File: config.mk
export PLATFORM = sky130hd
export DESIGN_NAME = n64_cntlr_poller
export DESIGN_NICKNAME = d
export VERILOG_FILES = /design/src/rtl/n64_pkg.sv /design/src/rtl/sync2.sv /design/src/rtl/n64_cntlr_poller.sv
export SDC_FILE = /design/constraint.sdc
export NUM_CORES = 1
export LEC_CHECK = 0
export CORE_MARGIN = 1.5
export CORE_UTILIZATION = 45
export CTS_CLUSTER_DIAMETER = 60
export CTS_CLUSTER_SIZE = 24
export DETAILED_ROUTE_END_ITERATION = 6
export PLACE_DENSITY = 0.62
export SETUP_SLACK_MARGIN = 0.4
export SYNTH_ARGS = -nofsm -noshare
export SYNTH_HDL_FRONTEND = slang
export SYNTH_SLANG_ARGS = --single-unit
File: constraint.sdc
create_clock -name clk -period 3.65 [get_ports clk]
set_clock_uncertainty 0.1 [all_clocks]
set_input_delay 0.73 -clock clk [delete_from_list [all_inputs] [get_ports clk]]
set_output_delay 0.73 -clock clk [all_outputs]
set_load 0.01 [all_outputs]
File: src/rtl/n64_pkg.sv
// Shared types and timing constants for the N64 controller poller.
// Cell phases are expressed in microseconds and scaled by the clock rate.
package n64_pkg;

  typedef enum logic [2:0] {
    IDLE,
    TX_BIT,
    TX_STOP,
    RX_WAIT,
    RX_BIT,
    RX_STOP
  } n64_poll_state_t;

  localparam logic [7:0] N64_CMD_POLL  = 8'h01;
  localparam int         N64_RESP_BITS = 32;

  localparam int TX_SHORT_US  = 1;
  localparam int TX_LONG_US   = 3;
  localparam int RX_SAMPLE_US = 2;
  localparam int CELL_US      = 4;
  localparam int TX_STOP_US   = 3;

endpackage

File: src/rtl/sync2.sv
// Two-flop synchroniser for the controller line with edge detect.
// Flops reset high to match the idle (pulled-up) line.
module sync2 (
  input  logic clk,
  input  logic rst_n,
  input  logic d,
  output logic line_s,
  output logic fall,
  output logic rise
);

  logic s1_q, s1_d;
  logic s2_q, s2_d;
  logic s3_q, s3_d;

  always_comb begin
    s1_d = d;
    s2_d = s1_q;
    s3_d = s2_q;
  end

  always_ff @(posedge clk) begin
    if (!rst_n) begin
      s1_q <= 1'b1;
      s2_q <= 1'b1;
      s3_q <= 1'b1;
    end else begin
      s1_q <= s1_d;
      s2_q <= s2_d;
      s3_q <= s3_d;
    end
  end

  assign line_s = s2_q;
  assign fall   = s3_q & ~s2_q;
  assign rise   = ~s3_q & s2_q;

endmodule

File: src/rtl/n64_cntlr_poller.sv
// Periodically sends the status command to an N64 controller and
// captures its 32-bit reply over the open-drain data line.
module n64_cntlr_poller
  import n64_pkg::*;
#(
  parameter int CLK_FREQ_HZ    = 50_000_000,
  parameter int POLL_PERIOD_US = 16_667,
  parameter int RX_TIMEOUT_US  = 64
) (
  input  logic        clk,
  input  logic        rst_n,
  input  logic        data_in,
  output logic        data_oe,
  output logic [31:0] cntlr_data,
  output logic        cntlr_data_rdy,
  output logic        cntlr_timeout
);

  localparam int US       = CLK_FREQ_HZ / 1_000_000;
  localparam int POLL_CYC = POLL_PERIOD_US * US;
  localparam int PW       = $clog2(POLL_CYC);

  localparam logic [PW-1:0] POLL_END = PW'(POLL_CYC - 1);
  localparam logic [15:0] CELL_END = 16'(CELL_US * US - 1);
  localparam logic [15:0] STOP_END = 16'(TX_STOP_US * US - 1);
  localparam logic [15:0] SHORT_C  = 16'(TX_SHORT_US * US);
  localparam logic [15:0] LONG_C   = 16'(TX_LONG_US * US);
  localparam logic [15:0] SAMP_AT  = 16'(RX_SAMPLE_US * US - 1);
  localparam logic [15:0] TO_END   = 16'(RX_TIMEOUT_US * US - 1);
  localparam logic [4:0]  LAST_BIT = 5'(N64_RESP_BITS - 1);

  n64_poll_state_t state_q, state_d;
  logic [PW-1:0] poll_q, poll_d;
  logic [15:0]   ph_q, ph_d;
  logic [2:0]    idx_q, idx_d;
  logic [4:0]    rxn_q, rxn_d;
  logic          fell_q, fell_d;
  logic [31:0]   shift_q, shift_d;
  logic [31:0]   data_q, data_d;
  logic          oe_q, oe_d;
  logic          rdy_q, rdy_d;
  logic          to_q, to_d;
  logic          rx_done, rx_abort;
  logic          line_s, fall, rise;

  sync2 u_sync (
    .clk    (clk),
    .rst_n  (rst_n),
    .d      (data_in),
    .line_s (line_s),
    .fall   (fall),
    .rise   (rise)
  );

  always_ff @(posedge clk) begin
    if (!rst_n) begin
      state_q <= IDLE;
      poll_q  <= '0;
      ph_q    <= '0;
      idx_q   <= '0;
      rxn_q   <= '0;
      fell_q  <= 1'b0;
      shift_q <= '0;
      data_q  <= '0;
      oe_q    <= 1'b0;
      rdy_q   <= 1'b0;
      to_q    <= 1'b0;
    end else begin
      state_q <= state_d;
      poll_q  <= poll_d;
      ph_q    <= ph_d;
      idx_q   <= idx_d;
      rxn_q   <= rxn_d;
      fell_q  <= fell_d;
      shift_q <= shift_d;
      data_q  <= data_d;
      oe_q    <= oe_d;
      rdy_q   <= rdy_d;
      to_q    <= to_d;
    end
  end

  always_comb begin
    state_d  = state_q;
    poll_d   = '0;
    ph_d     = ph_q + 16'd1;
    idx_d    = idx_q;
    rxn_d    = rxn_q;
    fell_d   = fell_q;
    shift_d  = shift_q;
    rx_done  = 1'b0;
    rx_abort = 1'b0;
    unique case (state_q)
      IDLE: begin
        ph_d    = '0;
        rxn_d   = '0;
        fell_d  = 1'b0;
        shift_d = '0;
        if (poll_q == POLL_END) begin
          state_d = TX_BIT;
          idx_d   = 3'd7;
        end else begin
          poll_d = poll_q + PW'(1);
        end
      end
      TX_BIT: begin
        if (ph_q == CELL_END) begin
          ph_d = '0;
          if (idx_q == 3'd0) state_d = TX_STOP;
          else idx_d = idx_q - 3'd1;
        end
      end
      TX_STOP: begin
        if (ph_q == STOP_END) begin
          ph_d    = '0;
          state_d = RX_WAIT;
        end
      end
      RX_WAIT: begin
        if (fall) begin
          ph_d    = '0;
          state_d = RX_BIT;
        end else if (ph_q == TO_END) begin
          state_d  = IDLE;
          rx_abort = 1'b1;
        end
      end
      RX_BIT: begin
        if (ph_q == SAMP_AT) shift_d = {shift_q[30:0], line_s};
        // a '1' cell has already risen by the sample point
        if (ph_q > SAMP_AT && line_s) begin
          ph_d = '0;
          if (rxn_q == LAST_BIT) begin
            state_d = RX_STOP;
          end else begin
            rxn_d   = rxn_q + 5'd1;
            state_d = RX_WAIT;
          end
        end else if (ph_q == TO_END) begin
          state_d  = IDLE;
          rx_abort = 1'b1;
        end
      end
      RX_STOP: begin
        if (!fell_q && fall) begin
          fell_d = 1'b1;
          ph_d   = '0;
        end else if (fell_q && rise) begin
          state_d = IDLE;
          rx_done = 1'b1;
        end else if (ph_q == TO_END) begin
          state_d  = IDLE;
          rx_abort = 1'b1;
        end
      end
      default: state_d = IDLE;
    endcase
  end

  always_comb begin
    oe_d = 1'b0;
    unique case (state_d)
      TX_BIT:  oe_d = ph_d < (N64_CMD_POLL[idx_d] ? SHORT_C : LONG_C);
      TX_STOP: oe_d = ph_d < SHORT_C;
      default: oe_d = 1'b0;
    endcase
    rdy_d  = rx_done;
    to_d   = rx_abort;
    data_d = rx_done ? shift_q : data_q;
  end

  assign data_oe        = oe_q;
  assign cntlr_data     = data_q;
  assign cntlr_data_rdy = rdy_q;
  assign cntlr_timeout  = to_q;

endmodule
**Yosys cells after proc, flatten, opt, wreduce, memory -nomap -nowiden**

Memories as Yosys holds them, arrays and structs flattened.
Cells that the tools add are included.

- Register bits after elaboration: 118
- ROM bits: 8
- Input port bits: 3
- Output and inout bits: 35
- Word-level logic and storage cells: 98
- Memories kept: 1

- $add $sub $neg: 4
- Magnitude comparators: 4
- Equality and inequality tests: 17
- Multiplexer cells: 40
- Bitwise gates (word level): 6
- Reductions and logical operators: 12

Memories:

| memory | depth | width | read ports | clocked after memory_dff | write ports | line | text |
|---|---|---|---|---|---|---|---|
| (no name shown) | 8 | 1 | 1 | 0 | 0 | n64_cntlr_poller.sv:163 | `TX_BIT: oe_d = ph_d < (N64_CMD_POLL[idx_d] ? SHORT_C : LONG_C);` |

Operator list:

| operator | number |
|---|---|
| $pmux 16 s6 | 1 |
| $mux 16 | 5 |
| $pmux 32 s2 | 1 |
| $mux 3 | 13 |
| $eq 16x8->1 const B | 2 |
| $mux 32 | 1 |
| $add 20x1->20 const B | 1 |
| $eq 20x20->1 const B | 1 |
| $pmux 3 s6 | 1 |
| $add 16x1->16 const B | 1 |
| $eq 16x12->1 const B | 1 |
| $eq 16x7->1 const B | 1 |
| $gt 16x7->1 const B | 1 |
| $lt 16x6->1 const B | 1 |
| $lt 16x8->1 | 1 |
| $mux 1 | 10 |
| $mux 5 | 2 |
| $pmux 5 s2 | 1 |
| $eq 3x2->1 const B | 3 |
| $mux 8 | 1 |
| $ne 2x2->1 const B | 4 |
| $eq 3x1->1 const B | 2 |
| $eq 3x3->1 const B | 2 |
| $logic_not 3->1 | 2 |
| 15 further kinds | 24 |

**Longest topological paths before layout**

Gate-level depths: netlist (run 1).

- Word-level depth: 9
- Depth in mapped cells: 15
- Depth with buffers taken out: 15

**By module**

Synthesis (run 1) repeated with hierarchy kept, for this count alone.

- Cells, all modules: 656
- Area, all modules: 5277.6 µm²

By module, submodules not included:

| module | instances | cells an instance | area an instance (µm²) | seq. area each (µm²) |
|---|---|---|---|---|
| n64_cntlr_poller | 1 | 648 | 5186.2 | 2302.2 |
| sync2 | 1 | 8 | 91.3 | 60.1 |

**Worst setup path after synthesis (run 1)**

Ideal clock, no wire load.

- Path kind: register -> register
- Start point: register ph_q[0]
- End point: register oe_q (netlist: data_oe)
- Setup time: 0.079 ns
- Data arrival time: 2.885 ns
- Slack: 0.585 ns
- Stages on the path, launching flop included: 16
- Path buffers: 0
- Period minus slack after synthesis: 3.065 ns
- Cell sequence: dfxtp_1 > ha_1 > nor3b_1 > nand4_1 > or2_2 > nor2_1 > nand2_1 > o21ai_0 > and3_1 > ha_1 > a21oi_1 > a211oi_1 > nand2_1 > o211ai_1 > a211o_1 > a211oi_2

- Word-level cells in the longest chain between the ends: 8
- Elaborated cells on any way between the ends: 30
- Classes of those cells: add/sub (1); order compare (3); eq/ne (5); mux (19); reduce/logical (1); memory (1)

RTL lines:

| what | line | text |
|---|---|---|
| start: declaration | n64_cntlr_poller.sv:34 | `logic [15:0] ph_q, ph_d;` |
| start signal: assignment | n64_cntlr_poller.sv:71 | `ph_q <= ph_d;` |
| $eq 16x8->1 | n64_cntlr_poller.sv:107 | `if (ph_q == CELL_END) begin` |
| $mux 3 | n64_cntlr_poller.sv:107 |  |
| $pmux 3 s2 | n64_cntlr_poller.sv:93 | `unique case (state_q)` |
| $mem_v2 8x1 | n/a |  |
| $mux 1 (implied by the code) | n64_cntlr_poller.sv:163 |  |
| $mux 8 | n64_cntlr_poller.sv:163 |  |
| $lt 16x8->1 | n64_cntlr_poller.sv:163 |  |
| $pmux 1 s2 (*) | n64_cntlr_poller.sv:162 | `unique case (state_d)` |
| end signal: assignment | n64_cntlr_poller.sv:65 | `oe_q <= 1'b0;` |
| end signal: assignment | n64_cntlr_poller.sv:77 | `oe_q <= oe_d;` |
| end: declaration | n64_cntlr_poller.sv:40 | `logic oe_q, oe_d;` |

Every way passes the cells marked *; elsewhere a longest branch is shown, timed or not. The select of a mux whose other input is x is not followed.
A chain may end at the register's enable or synchronous reset.

**Final worst setup path (run 1)**

- Start point: register ph_q[9]
- End point: register oe_q (netlist: data_oe)

Same word-level chain as after synthesis.

==> results of run 1 <==
-- worst register-to-register path, cell delays in order (launching register included) --
cell and delay (ps):
dfxtp_1 380, nor4_4 360, nand4_1 190, or2_4 300, nor2_2 110, or3_1 130, o32ai_2 90, and3_1 220
ha_1 270, a21oi_1 140, a211oi_1 90, nand2_1 80, o211ai_1 90, a211o_1 300, a211oi_2 170
-- metal layers --
layer / part of all wire / routed length (um) / vias up / track usage
met5: 0 / 0 / - / 0
met4: 0.015 / 180 / 0 / 0.100
met3: 0.042 / 501 / 16 / 0.0566
met2: 0.47 / 5620 / 89 / 0.312
met1: 0.47 / 5670 / 2142 / 0.243
li1: - / - / 2315 / -
-- cell families (layout without fill, tap and decap cells) --
| group | after synthesis | after routing |
|---|---|---|
| adder cells (fa/ha/maj) | 11 | 11 |
| AO/OA/AOI/OAI | 123 | 123 |
| flip-flops | 118 | 118 |
| XOR/XNOR | 28 | 28 |
| buffers and inverters | 51 | 99 |
| AND/OR/NAND/NOR | 318 | 318 |
| multiplexers | 3 | 3 |
-- cell usage after synthesis (5+ instances only) --
cell,instances
nand2_1,122
buf_2,7
xor2_1,14
nand4_1,7
nor2b_1,9
nor2_1,63
dfxtp_1,118
nand2b_1,5
and3_1,9
nand3_1,50
or3_1,7
a21oi_1,62
o21ai_0,13
xnor2_1,14
ha_1,11
inv_1,13
clkbuf_1,29
nor4_1,6
a21boi_1,15
nor3_1,9
-- final cells by class --
| class | count | area (um^2) |
|---|---|---|
| clock buffers | 22 | 464 |
| fillers | 1047 | 4860 |
| inverters | 13 | 48.8 |
| repair buffers | 55 | 505 |
| clock inverters | 9 | 174 |
| well taps | 143 | 179 |
| flip-flops and latches | 118 | 2370 |
| multi-input cells | 483 | 2860 |
-- placed cells by master (no fill, tap or decap), drive strengths merged, types with 4 or more instances in the layout --
| cell type | instances |
|---|---|
| dfxtp | 118 |
| o21ai | 16 |
| xor2 | 14 |
| clkbuf | 22 |
| nand2b | 5 |
| nor4 | 9 |
| nand2 | 122 |
| nand3 | 50 |
| or3 | 7 |
| inv | 13 |
| clkdlybuf4s50 | 37 |
| nand4 | 8 |
| xnor2 | 14 |
| nor3b | 4 |
| a21oi | 62 |
| nor2b | 9 |
| buf | 18 |
| and3 | 9 |
| bufinv | 5 |
| a211oi | 5 |
| nor3 | 10 |
| clkinv | 4 |
| ha | 11 |
| a21boi | 19 |
| nor2 | 64 |
-- power by group through the flow --
stage          clock network, mW  registers, mW  logic (mW)
3_3_place_gp                   0           1.32      0.0378
5_1_grt                     1.90           1.30      0.0423
2_1_floorplan                  0           1.32      0.0259
4_1_cts                     1.84           1.30      0.0381
3_5_place_dp                   0           1.32      0.0381
6_report                    1.81           1.30      0.0379
-- metrics by stage --
stage / area, um^2 / util / hold WS (ps) / instances
floorplan: 5320 / - / 286 / 652
global placement: 5770 / 0.503 / 295 / 803
detailed placement: 5770 / 0.503 / 296 / 803
CTS: 6460 / 0.563 / 306 / 834
global route: 6610 / 0.576 / 320 / 843
finish: 6610 / 0.576 / 302 / 843
-- timing repair --
action / CTS / global route
gates resized for setup: 8 / 22
hold buffers: 0 / 0
buffers inserted: 0 / 9
endpoints found under the setup margin: 1 / 1
pin swaps: 0 / 9
hold endpoints to repair: 0 / 0
-- state kept, by name, summed over array words and instances, names as in the netlist --
register and cells:
cntlr_data 32, shift_q 32, poll_q 20, ph_q 16
rxn_q 5, idx_q 3, state_q 3, cntlr_data_rdy 1
cntlr_timeout 1, data_oe 1, fell_q 1, u_sync.line_s 1
u_sync.s1_q 1, u_sync.s3_q 1
-- worst max-delay path by stage --
stage                   start       to  slack [ps]
finish                ph_q[9]  data_oe         570
global route        poll_q[5]  data_oe         370
CTS                   ph_q[0]  data_oe         420
detailed placement    ph_q[0]  data_oe         210
global placement      ph_q[0]  data_oe         350
floorplan             ph_q[0]  data_oe         590
==> reports/results.txt, run 1 <==
Status = finished, final reports clean
Total grt overflow = 0
# diodes = 0
Crit-path cells = nor4_4, nand4_1, or2_4, nor2_2, or3_1, o32ai_2, and3_1, ha_1, a21oi_1, a211oi_1, nand2_1, o211ai_1, a211o_1, a211oi_2
First DRT Iteration DRCs = 237
Worst setup margin = 573 ps
Vias/cell = 5.41
Mapped Cells = 652
Largest net degree at the start of global routing = 36
Yosys top cell by area = dfxtp_1
Post-synthesis sequential area ratio = 0.444
Top delay family on crit path = simple AND/OR/NAND/NOR gates
XOR/XNOR Fraction of Synth Area = 0.0461
Mux contribution to synthesized area = 0.00565
Worst hold path class = flip-flop to flip-flop
Crit-path max cell delay = 380 ps
Routed WL = 12,000 um
Largest family of logic cells by synthesized area = simple AND/OR/NAND/NOR gates
TritonCTS clock tree = built
Top cells by area, synth = dfxtp_1, nand2_1, a21oi_1, nand3_1, nor2_1
Clock transition at path regs = 50 ps
Vias in the first global route = 4,249
Slew @ Worst Pin = 1130 ps
Final-report hold violation count = 0
Crit path launch type = flip-flop
Sum Neg Setup Slack = 0 ps
Fin crit period = 3080 ps
Row count = 39
Worst rel slew slack = 0.247
Initial core utilization = 0.464
Async SR Flop Fraction = 0
Clock sinks = 118
RSZ-0062 raised after global routing = false
Total CTS buffers = 17
Top Ports = 38
Adder-cell share of the synthesized area = 0.0259
EDFF count, synth = 0
Syn Std Cell Area = 5320 um^2
Logic pwr share = 0.012
Final Max Slew Viols = 0
Synth Area in Simple Gates = 0.291
R2r worst-path depth = 14
Reg2reg setup slack = 570 ps
Synth Area in Compound Gates = 0.146
Vias = 4,562
PD cells = 476 nW/um^2
CTS Buffer Depth = 2
Avg WL per Cell = 14.2 um
Average size of a mapped cell = 8.16 um^2
Port bufs = 37
Die Width = 112 um
Worst r2r src = ph_q[9]
Worst-skew pair later-pin latency = 420 ps
WP data arrival = 3320 ps
Yosys reg bits = 118
Global-route wire length before repair = 19,800 um
HP Start = u_sync.s1_q
Synthesized Nets = 666
Psw = 600 uW
DIE AREA = 12,500 um^2
Total GRT Usage = 0.196
Antenna-violating nets left = 0
Synth top area share = 0.444
Design Power = 3.14 mW
Pint = 2.55 mW
Place WS = 212 ps
Layout cells sized above 1 = 0.117
Peak VDD IR = 0.298 mV
Cell chosen for the clock root = clkbuf_16
Prevailing post-synth register cell = dfxtp_1
Sw Share = 0.191
Routability cong. = 0.848
Reg power frac = 0.412
Layout Nets = 702
Fmax = 0.325 GHz
# DRC = 0
First drt pass iteration count = 4
CP endpoint kind = flip-flop
Worst endpoint required time = 3890 ps
Hold Crit Depth = 1
Worst Path Max Fanout = 6
Area of the core = 11,500 um^2
Synth-to-layout area growth = 24.2%
MaxCap Viol Count = 0
Synth unique cells = 61
Initial antenna violation count = 0
Tcrit/Tclk final = 0.843
# setup viols final = 0
Die Y = 112 um
DP Wirelength = 7600 um
Yosys warns = 0
Worst r2r dst = data_oe
CP max stage cell = dfxtp_1
Hold EP = u_sync.line_s
Setup CP Type = flip-flop to flip-flop
Buf/Inv on CP = 0
Pleak = 2.19 nW
Critical Path Stages = 14
CTS H-tree lvls = 4
Clock power frac = 0.575
(Power assumes the default switching activity.)
==> run 2, diff against run 1 <==
--- a/config.mk
+++ b/config.mk
@@ -10,7 +10,7 @@
 export CTS_CLUSTER_DIAMETER = 60
 export CTS_CLUSTER_SIZE = 24
 export DETAILED_ROUTE_END_ITERATION = 6
-export PLACE_DENSITY = 0.62
+export PLACE_DENSITY = 0.64
 export SETUP_SLACK_MARGIN = 0.4
 export SYNTH_ARGS = -nofsm -noshare
 export SYNTH_HDL_FRONTEND = slang
==> constraint.sdc (replaced) <==
create_clock -name clk -period 2.55 [get_ports clk]
set_clock_uncertainty 0.1 [all_clocks]
set_input_delay 0.51 -clock clk [delete_from_list [all_inputs] [get_ports clk]]
set_output_delay 0.51 -clock clk [all_outputs]
set_load 0.01 [all_outputs]
==> reports/results.txt, run 2 (synthesized netlist as in run 1, its figures left out) <==
First drt pass iteration count = 4 (unchanged)
Worst rel slew slack = 0.700 (+0.454)
Worst r2r dst = data_oe
Final Max Slew Viols = 0 (unchanged)
Top Ports = 38 (unchanged)
Final Instance Area = 7110 um^2 (+7.6%)
Routed WL = 12,200 um (+2.3%)
Peak VDD IR = 0.505 mV (+70%)
Sum Neg Setup Slack = -393 ps (-393 ps)
Die Width = 112 um (unchanged)
Synth-to-layout area growth = 33.7%
Total CTS buffers = 17 (unchanged)
Fmax = 0.340 GHz (+4.5%)
Layout Nets = 769 (+9.5%)
Layer with the highest usage = met2
Worst endpoint required time = 2740 ps (-1150 ps)
Antenna-violating nets left = 0 (unchanged)
Global-route wire length before repair = 21,000 um (+5.9%)
Hold Crit Depth = 1 (unchanged)
Pleak = 2.51 nW (+15%)
Avg WL per Cell = 13.5 um (-5.3%)
Initial core utilization = 0.464 (unchanged)
# DRC = 0 (unchanged)
Total grt overflow = 0 (unchanged)
Layout fillers = 995 (-5.0%)
Row count = 39 (unchanged)
Vias/cell = 5.24 (-3.1%)
Placed instance area = 6350 um^2 (+10%)
Hold EP = u_sync.line_s
R2r worst-path depth = 15 (+1)
Dpl cells = 871 (+8.5%)
Worst r2r src = ph_q[1]
Vias in the first global route = 4,604 (+8.4%)
Worst-skew pair later-pin latency = 410 ps (about the same)
Cell chosen for the clock root = clkbuf_16
First DRT Iteration DRCs = 242 (+2.1%)
Post-CTS Hold Buffers = 0 (unchanged)
Clock transition at path regs = 50 ps (about the same)
Most frequent cells in the layout = nand2_1, dfxtp_1, buf_4, a21oi_1, nor2_1
Crit path launch type = flip-flop
Die Y = 112 um (unchanged)
# diodes = 0 (unchanged)
Commonest non-fill, non-tap cell in the layout = nand2_1
Grt met3 use = 0.0484 (-0.00817)
Failing checks = setup timing
DP Wirelength = 8400 um (+11%)
Post-Layout Cell Count = 910 (+7.9%)
Worst setup margin = -393 ps (-966 ps)
Routability cong. = 0.859 (+1.3%)
Setup CP Type = flip-flop to flip-flop
Crit-path max cell delay = 350 ps (-30 ps)
Final-report hold violation count = 0 (unchanged)
Fin crit period = 2940 ps (-134 ps)
Largest net degree at the start of global routing = 36 (unchanged)
Total GRT Usage = 0.205 (+0.00866)
CP endpoint kind = flip-flop
MaxCap Viol Count = 0 (unchanged)
Routing usage on met1 = 0.258 (+0.0150)
Crit-path cells = inv_2, ha_2, nor4b_4, nand4_1, o221a_1, a311oi_4, buf_4, nor2_1, ha_1, nand2_1, a211oi_1, nand2_1, o211ai_1, a211o_1, a211oi_2
Port bufs = 37 (unchanged)
Status = finished with violations
Layout cells sized above 1 = 0.219 (+0.102)
Vias = 4,771 (+4.6%)
PD cells = 579 nW/um^2 (+22%)
RSZ-0062 raised after global routing = true
Clock sinks = 118 (unchanged)
CTS H-tree lvls = 4 (unchanged)
DIE AREA = 12,500 um^2 (unchanged)
CTS Buffer Depth = 2 (unchanged)
Area of the core = 11,500 um^2 (unchanged)
Met2 global-route usage = 0.330 (+0.0187)
Critical path's most frequent cell = nand2_1
Worst hold path class = flip-flop to flip-flop
Worst Path Max Fanout = 4 (-2)
Slew @ Worst Pin = 447 ps (-683 ps)
TritonCTS clock tree = built
Reg2reg setup slack = -390 ps (-970 ps)
WP data arrival = 3130 ps (-190 ps)
# setup viols final = 1 (+1)
HP Start = u_sync.s1_q
Initial antenna violation count = 0 (unchanged)
Tcrit/Tclk final = 1.15 (+0.311)
CP max stage cell = a311oi_4
==> run 2: cell count changes in the layout (fill, tap and decap cells not counted), sizes merged <==
cell / change
clkinv: +1
clkinvlp: +3
buf: +67
bufinv: -4
==> run 2: area by class of cell <==
class	count	area, um^2	share of cell area
timing repair buffer	122	1040	0.146
multi-input combinational	483	2920	0.410
clock inverter	9	77.6	0.0109
tap	143	179	0.0252
sequential	118	2380	0.334
clock buffer	22	474	0.0667
inverter	13	48.8	0.00686
==> run 2: repair_timing <==
item / 4_1_cts / 5_1_grt
endpoints found under the setup margin: 4 / 60
resized for setup: 9 / 35
buffers inserted: 6 / 1
pin swaps: 12 / 10
gates cloned: 0 / 1
==> run 2: worst max-delay path by stage <==
stage / from / end / slack [ps] / depth (start not counted)
after detailed placement: ph_q[13] / data_oe / -430 / 14
after floorplan: ph_q[10] / data_oe / -210 / 15
final: ph_q[1] / data_oe / -390 / 15
after global placement: ph_q[13] / data_oe / -320 / 14
after global routing: ph_q[12] / data_oe / -510 / 14
after CTS: ph_q[0] / data_oe / -370 / 15
==> run 2: power by group <==
group          leakage (nW)  switching, mW  internal (mW)
Clock                 0.268          0.799           1.40
Combinational          1.29         0.0400         0.0241
Sequential            0.956        0.00306           1.85
Total                  2.51          0.842           3.27
==> run 2: stage by stage <==
step / utilization / worst slack [ps] / power [mW] / hold slack, ps
2_1_floorplan: - / -206 / 1.93 / 286
3_3_place_gp: 0.554 / -321 / 1.96 / 301
3_5_place_dp: 0.554 / -430 / 1.96 / 297
4_1_cts: 0.608 / -366 / 4.15 / 305
5_1_grt: 0.620 / -507 / 4.25 / 312
6_report: 0.620 / -393 / 4.12 / 300
==> run 2: metal layers <==
metal / wire length, um / part of all wire
met1: 5740 / 0.47
met2: 5780 / 0.47
met3: 406 / 0.033
met4: 309 / 0.025
met5: 0 / 0
==> run 2: worst max-delay path: cells and delay by family (launching register included) <==
family          cells  cell delay (ps)
flops               1              340
fa+ha+maj           2              450
compound gates      6             1200
buf+inv             2              230
simple gates        5              500
